===== src/rtl/hex_scan_controller_pkg.sv =====
// Shared definitions for the seven-segment scan controller: FSM encoding,
// default timing constants and the leading-zero suppression helper.
package hex_scan_controller_pkg;

  typedef enum logic {
    STATE_BLANK = 1'b0,
    STATE_DRIVE = 1'b1
  } scan_state_t;

  localparam int DEFAULT_REFRESH_DIV  = 50000;
  localparam int DEFAULT_BLANK_CYCLES = 2;
  localparam int MAX_DIGITS           = 8;

  // Bit i set when digit i is a leading zero; digit 0 is never suppressed.
  function automatic logic [MAX_DIGITS-1:0] lz_mask(
    input logic [4*MAX_DIGITS-1:0] val,
    input logic                    lz_en,
    input int                      num_digits
  );
    logic [MAX_DIGITS-1:0] mask;
    logic                  all_zero;
    mask     = {MAX_DIGITS{1'b0}};
    all_zero = 1'b1;
    for (int i = MAX_DIGITS - 1; i >= 1; i--) begin
      if (i < num_digits) begin
        all_zero = all_zero & (val[4*i +: 4] == 4'h0);
        mask[i]  = lz_en & all_zero;
      end else begin
        mask[i] = 1'b0;
      end
    end
    return mask;
  endfunction

endpackage


===== src/rtl/hex_scan_controller_scan_timer.sv =====
// Slot timer: down-counter that pulses slot_done on the last cycle of a
// slot whose length is SHORT_LEN or LONG_LEN depending on sel_long.
module hex_scan_controller_scan_timer #(
  parameter int SHORT_LEN = 2,
  parameter int LONG_LEN  = 50000
) (
  input  logic clock,
  input  logic reset,
  input  logic sel_long,
  output logic slot_done
);

  localparam int MAX_LEN = (LONG_LEN > SHORT_LEN) ? LONG_LEN : SHORT_LEN;
  localparam int CNT_W   = (MAX_LEN > 1) ? $clog2(MAX_LEN) : 1;
  localparam logic [CNT_W-1:0] SHORT_LAST = CNT_W'(SHORT_LEN - 1);
  localparam logic [CNT_W-1:0] LONG_LAST  = CNT_W'(LONG_LEN - 1);
  localparam logic [CNT_W-1:0] CNT_ZERO   = CNT_W'(1'b0);
  localparam logic [CNT_W-1:0] CNT_ONE    = CNT_W'(1'b1);

  logic [CNT_W-1:0] count_r;
  logic [CNT_W-1:0] count_next_s;
  logic [CNT_W-1:0] len_last_s;

  // Zero marks the first cycle of a slot; the count is loaded there and
  // runs down to one, so a freshly reset timer starts a whole slot.
  always_comb begin
    len_last_s   = sel_long ? LONG_LAST : SHORT_LAST;
    count_next_s = count_r;
    if (count_r == CNT_ZERO) begin
      slot_done = (len_last_s == CNT_ZERO);
    end else begin
      slot_done = (count_r == CNT_ONE);
    end
    if (slot_done) begin
      count_next_s = CNT_ZERO;
    end else if (count_r == CNT_ZERO) begin
      count_next_s = len_last_s;
    end else begin
      count_next_s = count_r - CNT_ONE;
    end
  end

  // Counter register.
  always_ff @(posedge clock) begin
    if (reset) begin
      count_r <= CNT_ZERO;
    end else begin
      count_r <= count_next_s;
    end
  end

endmodule


===== src/rtl/hex_scan_controller.sv =====
// Multiplexed seven-segment scan controller with frame-synchronous value
// updates, blanking guard between digits and leading-zero suppression.
module hex_scan_controller
  import hex_scan_controller_pkg::*;
#(
  parameter int NUM_DIGITS   = 4,
  parameter int REFRESH_DIV  = DEFAULT_REFRESH_DIV,
  parameter int BLANK_CYCLES = DEFAULT_BLANK_CYCLES
) (
  input  logic                    clock,
  input  logic                    reset,
  input  logic                    load,
  input  logic [4*NUM_DIGITS-1:0] value,
  input  logic [NUM_DIGITS-1:0]   blank_mask,
  input  logic                    lz_suppress,
  output logic                    ready,
  output logic [NUM_DIGITS-1:0]   digit_sel,
  output logic [3:0]              nibble,
  output logic                    frame_tick
);

  localparam int IDX_W = $clog2(NUM_DIGITS);
  localparam logic [IDX_W-1:0] LAST_IDX = IDX_W'(NUM_DIGITS - 1);
  localparam logic [IDX_W-1:0] IDX_ZERO = IDX_W'(1'b0);
  localparam logic [IDX_W-1:0] IDX_ONE  = IDX_W'(1'b1);

  scan_state_t             state_r, next_state_s;
  logic [IDX_W-1:0]        idx_r, next_idx_s;
  logic                    slot_done_s, wrap_s;
  logic [4*NUM_DIGITS-1:0] active_val_r, pend_val_r, nib_src_s;
  logic [NUM_DIGITS-1:0]   active_mask_r, pend_mask_r, sel_next_s;
  logic                    active_lz_r, pend_lz_r, pend_valid_r, xfer_r;
  logic [3:0]              nib_next_s;
  logic [MAX_DIGITS-1:0]   supp_full_s;

  hex_scan_controller_scan_timer #(
    .SHORT_LEN (BLANK_CYCLES),
    .LONG_LEN  (REFRESH_DIV)
  ) u_scan_timer (
    .clock     (clock),
    .reset     (reset),
    .sel_long  (state_r == STATE_DRIVE),
    .slot_done (slot_done_s)
  );

  assign supp_full_s = MAX_DIGITS'(active_mask_r)
                     | lz_mask((4*MAX_DIGITS)'(active_val_r), active_lz_r, NUM_DIGITS);

  // Next-state logic and the values the registered outputs take next.
  always_comb begin
    next_state_s = state_r;
    next_idx_s   = idx_r;
    wrap_s       = 1'b0;
    case (state_r)
      STATE_BLANK: begin
        if (slot_done_s) begin
          next_state_s = STATE_DRIVE;
        end else begin
          next_state_s = STATE_BLANK;
        end
      end
      STATE_DRIVE: begin
        if (slot_done_s) begin
          next_state_s = STATE_BLANK;
          if (idx_r == LAST_IDX) begin
            next_idx_s = IDX_ZERO;
            wrap_s     = 1'b1;
          end else begin
            next_idx_s = idx_r + IDX_ONE;
          end
        end else begin
          next_state_s = STATE_DRIVE;
        end
      end
      default: begin
        next_state_s = STATE_BLANK;
        next_idx_s   = IDX_ZERO;
      end
    endcase

    // At the frame boundary digit 0 already takes its nibble from pending.
    nib_src_s  = (wrap_s && pend_valid_r) ? pend_val_r : active_val_r;
    nib_next_s = nib_src_s[4*next_idx_s +: 4];

    sel_next_s = {NUM_DIGITS{1'b1}};
    if ((next_state_s == STATE_DRIVE) && !supp_full_s[next_idx_s]) begin
      sel_next_s[next_idx_s] = 1'b0;
    end else begin
      sel_next_s = {NUM_DIGITS{1'b1}};
    end
  end

  // Scan state, registered outputs and the load/frame handshake.
  always_ff @(posedge clock) begin
    if (reset) begin
      state_r       <= STATE_BLANK;
      idx_r         <= IDX_ZERO;
      digit_sel     <= {NUM_DIGITS{1'b1}};
      nibble        <= 4'h0;
      frame_tick    <= 1'b0;
      ready         <= 1'b1;
      active_val_r  <= {(4*NUM_DIGITS){1'b0}};
      active_mask_r <= {NUM_DIGITS{1'b0}};
      active_lz_r   <= 1'b0;
      pend_val_r    <= {(4*NUM_DIGITS){1'b0}};
      pend_mask_r   <= {NUM_DIGITS{1'b0}};
      pend_lz_r     <= 1'b0;
      pend_valid_r  <= 1'b0;
      xfer_r        <= 1'b0;
    end else begin
      state_r    <= next_state_s;
      idx_r      <= next_idx_s;
      digit_sel  <= sel_next_s;
      frame_tick <= wrap_s;
      if (next_state_s == STATE_BLANK) begin
        nibble <= nib_next_s;
      end
      // ready high implies nothing pending, so these branches never overlap.
      if (load && ready) begin
        pend_val_r   <= value;
        pend_mask_r  <= blank_mask;
        pend_lz_r    <= lz_suppress;
        pend_valid_r <= 1'b1;
        ready        <= 1'b0;
      end else if (wrap_s && pend_valid_r) begin
        active_val_r  <= pend_val_r;
        active_mask_r <= pend_mask_r;
        active_lz_r   <= pend_lz_r;
        pend_valid_r  <= 1'b0;
        xfer_r        <= 1'b1;
      end else if (xfer_r) begin
        xfer_r <= 1'b0;
        ready  <= 1'b1;
      end
    end
  end

endmodule


===== config.mk =====
export PLATFORM = sky130hd
export DESIGN_NAME = hex_scan_controller
export DESIGN_NICKNAME = d
export VERILOG_FILES = /design/src/rtl/hex_scan_controller_pkg.sv /design/src/rtl/hex_scan_controller_scan_timer.sv /design/src/rtl/hex_scan_controller.sv
export SDC_FILE = /design/constraint.sdc
export NUM_CORES = 1
export LEC_CHECK = 0
export ABC_AREA = 1
export BUFFER_PORTS_ARGS = -buffer_cell sky130_fd_sc_hd__buf_2
export CORE_ASPECT_RATIO = 1.25
export CORE_MARGIN = 4
export CORE_UTILIZATION = 60
export CTS_BUF_LIST = sky130_fd_sc_hd__clkbuf_8
export DETAILED_ROUTE_END_ITERATION = 16
export PLACE_DENSITY = 0.81
export SETUP_SLACK_MARGIN = 0.02
export SKIP_CTS_REPAIR_TIMING = 1
export SYNTH_ARGS = -nofsm -noshare
export SYNTH_HDL_FRONTEND = slang
export SYNTH_SLANG_ARGS = --single-unit

===== constraint.sdc =====
create_clock -name clock -period 2.7 [get_ports clock]
set_clock_uncertainty 0.2 [all_clocks]
set_input_delay 0.135 -clock clock [delete_from_list [all_inputs] [get_ports clock]]
set_output_delay 0.135 -clock clock [all_outputs]
set_load 0.005 [all_outputs]

==> summary.txt <==
Critical path
  • WP buf/inv: 3
  • R2r worst-path depth: 11
  • Crit end category: flip-flop
  • CP required: 2.77 ns
  • Reg2Reg Setup Slack: 0.36 ns
  • Type of origin of the critical path: flip-flop
  • Slowest stage delay, CP: about 0.38 ns
  • CP max FO: 14
  • Crit-path leading delay family: simple AND/OR/NAND/NOR gates
  • CP arrival: between 2 and 2.5 ns
  • Slowest stage cell on the critical path: nor2_4
  • WP depth: 11
  • Crit Path Class: flip-flop to flip-flop
  • Cell Chain, Critical Path: inv_1, ha_1, inv_1, nor2_1, nand3_2, nor2_4, nand4_4, nor2_4, buf_12, o21ai_1, a31oi_1

Run
  • Max-cap viol count: 0

Timing
  • Unrepaired setup endpoints after global routing: false
  • Final Hold Violating Endpoints: 0
  • Worst-case headroom to the max-slew limit: 68.1%
  • Post-Route Setup TNS: 0 ns
  • Hold slack: 0.0294 ns
  • Max-slew violation count: 0
  • Peak Freq: between 400 and 500 MHz
  • Minimum clock period: 2.34 ns
  • Worst-Margin Slew: between 0.4 and 0.5 ns
  • Setup violators final: 0
  • Fin crit share: around 87%

Drt
  • Via count: 3062
  • Per-cell routed wire length: 13.5 um
  • Vias per inst: ~5.3
  • Drt first pass iters: 4
  • Drc violations: 0
  • Routed WL: 7780 um
  • DR iter-0 viols: 150
  • DRT antenna net count: 0

Synth
  • Post-synth ARST share: 0%
  • Simple-Gate Fraction of Synth Area: 29.1%
  • Synth Flop Type: dfxtp_1
  • Number of synthesized flops with an enable pin: 0
  • Mapped Cells: 455
  • Compound-gate portion of the synthesized area: approximately 16%
  • Synthesized flop and latch total: 73
  • Synth Area in XOR/XNOR: about 1.8%
  • Main combinational cell family by area after synthesis: simple AND/OR/NAND/NOR gates
  • Synth cell types: 35
  • Syn. warnings: 0
  • Syn avg cell area: approximately 7.6 um^2
  • Synth Cell Area: 0.00346 mm^2
  • Synth Net Count: 483
  • Synth Area in Adders: 1.45%
  • Sequential-to-total area share from yosys stat: 42.3%
  • Mux cell area share after synthesis: 0%

Min path
  • HP Class: input port to flip-flop
  • Hold Path Depth: 2

Floorplan
  • Core area: 0.00552 mm^2
  • Initial Util: 62.7%
  • Die Wd: about 76 um
  • Die ar.: 0.00705 mm^2
  • Vert. Die Dim: 92.9 um
  • Row count: 30
  • I/O pin total: 34

Finish
  • Count of nets after finishing: about 530
  • Design area: 0.00408 mm^2
  • Area growth from synthesis to layout: 18.0%
  • Layout cells sized above 1: about a fifth
  • Layout fillers: 435
  • N_diodes: 0

Clock tree
  • H-tree level count: 3
  • CTS tree: built
  • CTS buffer count: 9
  • CTS Buffer Depth: 2
  • Skew-Pair Late Insertion Delay: between 0.3 and 0.4 ns
  • Clock root cell: clkbuf_8
  • CTS sink count: 73
  • Clock-pin slew on the worst setup and hold paths: 0.07 ns

Placed design
  • Final GP Congestion: 0.839
  • Port bufs: 33
  • Area after DPL: 0.00365 mm^2
  • Post-DP HPWL: 5420 um

Pwr
  • PwrDens: 774 mW/mm^2
  • Overall power: about 3.2 mW
  • VDD IR max: 575 uV
  • Leak: 1.82 nW

Status
  • Outcome: complete, no violations

GRT
  • Global Route Usage Sum: 22.1%
  • Initial antenna violation count: 0
  • Vias in the first global route: between 3000 and 4000
  • Largest net degree at the start of global routing: 51
  • First-pass GRT wire length: 12800 um
  • Grt ovf: 0
[synth_stat cells, drive strengths merged (6+ instances only)]
library cell | n | area (um^2)
nand3 | 27 | 155
o21ai | 43 | 215
xor2 | 6 | 52.6
inv | 59 | 221
a21oi | 26 | 130
nor2 | 67 | 360
clkbuf | 13 | 50.0
nand2 | 84 | 340
a211oi | 9 | 113
nand4 | 11 | 83.8
dfxtp | 73 | 1460
a31oi | 12 | 75.1
[where the power goes]
part / total, mW / internal [mW] / switching (mW)
clock: 0.937 / 0.540 / 0.397
sequential: 1.30 / 1.20 / 0.0990
combinational: 0.923 / 0.338 / 0.585
[sequential cells by signal, indices dropped and copies added, names as in the netlist]
signal,count
active_lz_r,1
xfer_r,1
frame_tick,1
active_val_r,16
u_scan_timer.count_r,16
active_mask_r,4
state_r,1
pend_lz_r,1
pend_valid_r,1
nibble,4
ready,1
pend_mask_r,4
pend_val_r,16
idx_r,2
digit_sel,4
[area by class of cell]
cell class / count / area [um^2] / share of cell area (%)
Clock buffer: 10 / 138 / 3.37
Clock inverter: 6 / 83.8 / 2.05
Inverter: 59 / 221 / 5.43
Multi-Input combinational cell: 305 / 1680 / 41.1
Sequential cell: 73 / 1460 / 35.8
Tap cell: 64 / 80.1 / 1.96
Timing Repair Buffer: 58 / 418 / 10.2
[cells in the final DEF (no fill, tap or decap), types with 2 or more instances in the layout]
cell,count
clkbuf_8,10
buf_2,33
nor2_4,8
nor3_1,5
o21ai_1,13
nor4_1,2
ha_1,4
o31ai_1,2
nor2_2,13
dfxtp_1,73
nand3_2,4
a211oi_2,9
nand2_1,78
nor2_1,45
inv_1,56
bufinv_16,2
xor2_1,6
buf_4,3
or2_2,2
nand2_2,4
inv_2,5
nand3_1,23
a31oi_1,12
a21oi_1,26
nand2_4,2
dlygate4sd3_1,21
o21ai_0,30
nand4_1,10
[cell families (layout without fill, tap and decap cells)]
group           after synthesis  in the layout
simple gates                200            200
buf+inv                      77            133
flops                        73             73
fa+ha+maj                     4              4
xor+xnor                      7              7
compound gates               94             94
[per-stage QoR]
stage | cells | setup WS [ns] | utilization [%]
after detailed placement | 538 | 0.437 | 66.1
after CTS | 554 | 0.363 | 70.2
after floorplan | 455 | 0.809 | -
after global routing | 575 | 0.154 | 74.0
final | 575 | 0.357 | 74.0
after global placement | 538 | 0.544 | 66.1
[per-layer routing]
metal	part of all wire [%]	GRT usage [%]	vias up
met5	0	0	-
met4	2.3	10.4	0
met3	2.9	5.93	16
met2	54	40.2	59
met1	41	23.5	1401
li1	-	-	1586
[worst paths after layout]
path | startpoint | endpoint
max | u_scan_timer.count_r[1]$_SDFF_PP0_ | active_val_r[13]$_SDFFE_PP0N_
min | reset | xfer_r$_SDFFE_PP0N_
max reg2reg | u_scan_timer.count_r[1]$_SDFF_PP0_ | active_val_r[13]$_SDFFE_PP0N_
min reg2reg | pend_val_r[7]$_SDFFE_PP0P_ | pend_val_r[7]$_SDFFE_PP0P_
(Power assumes the default switching activity.)
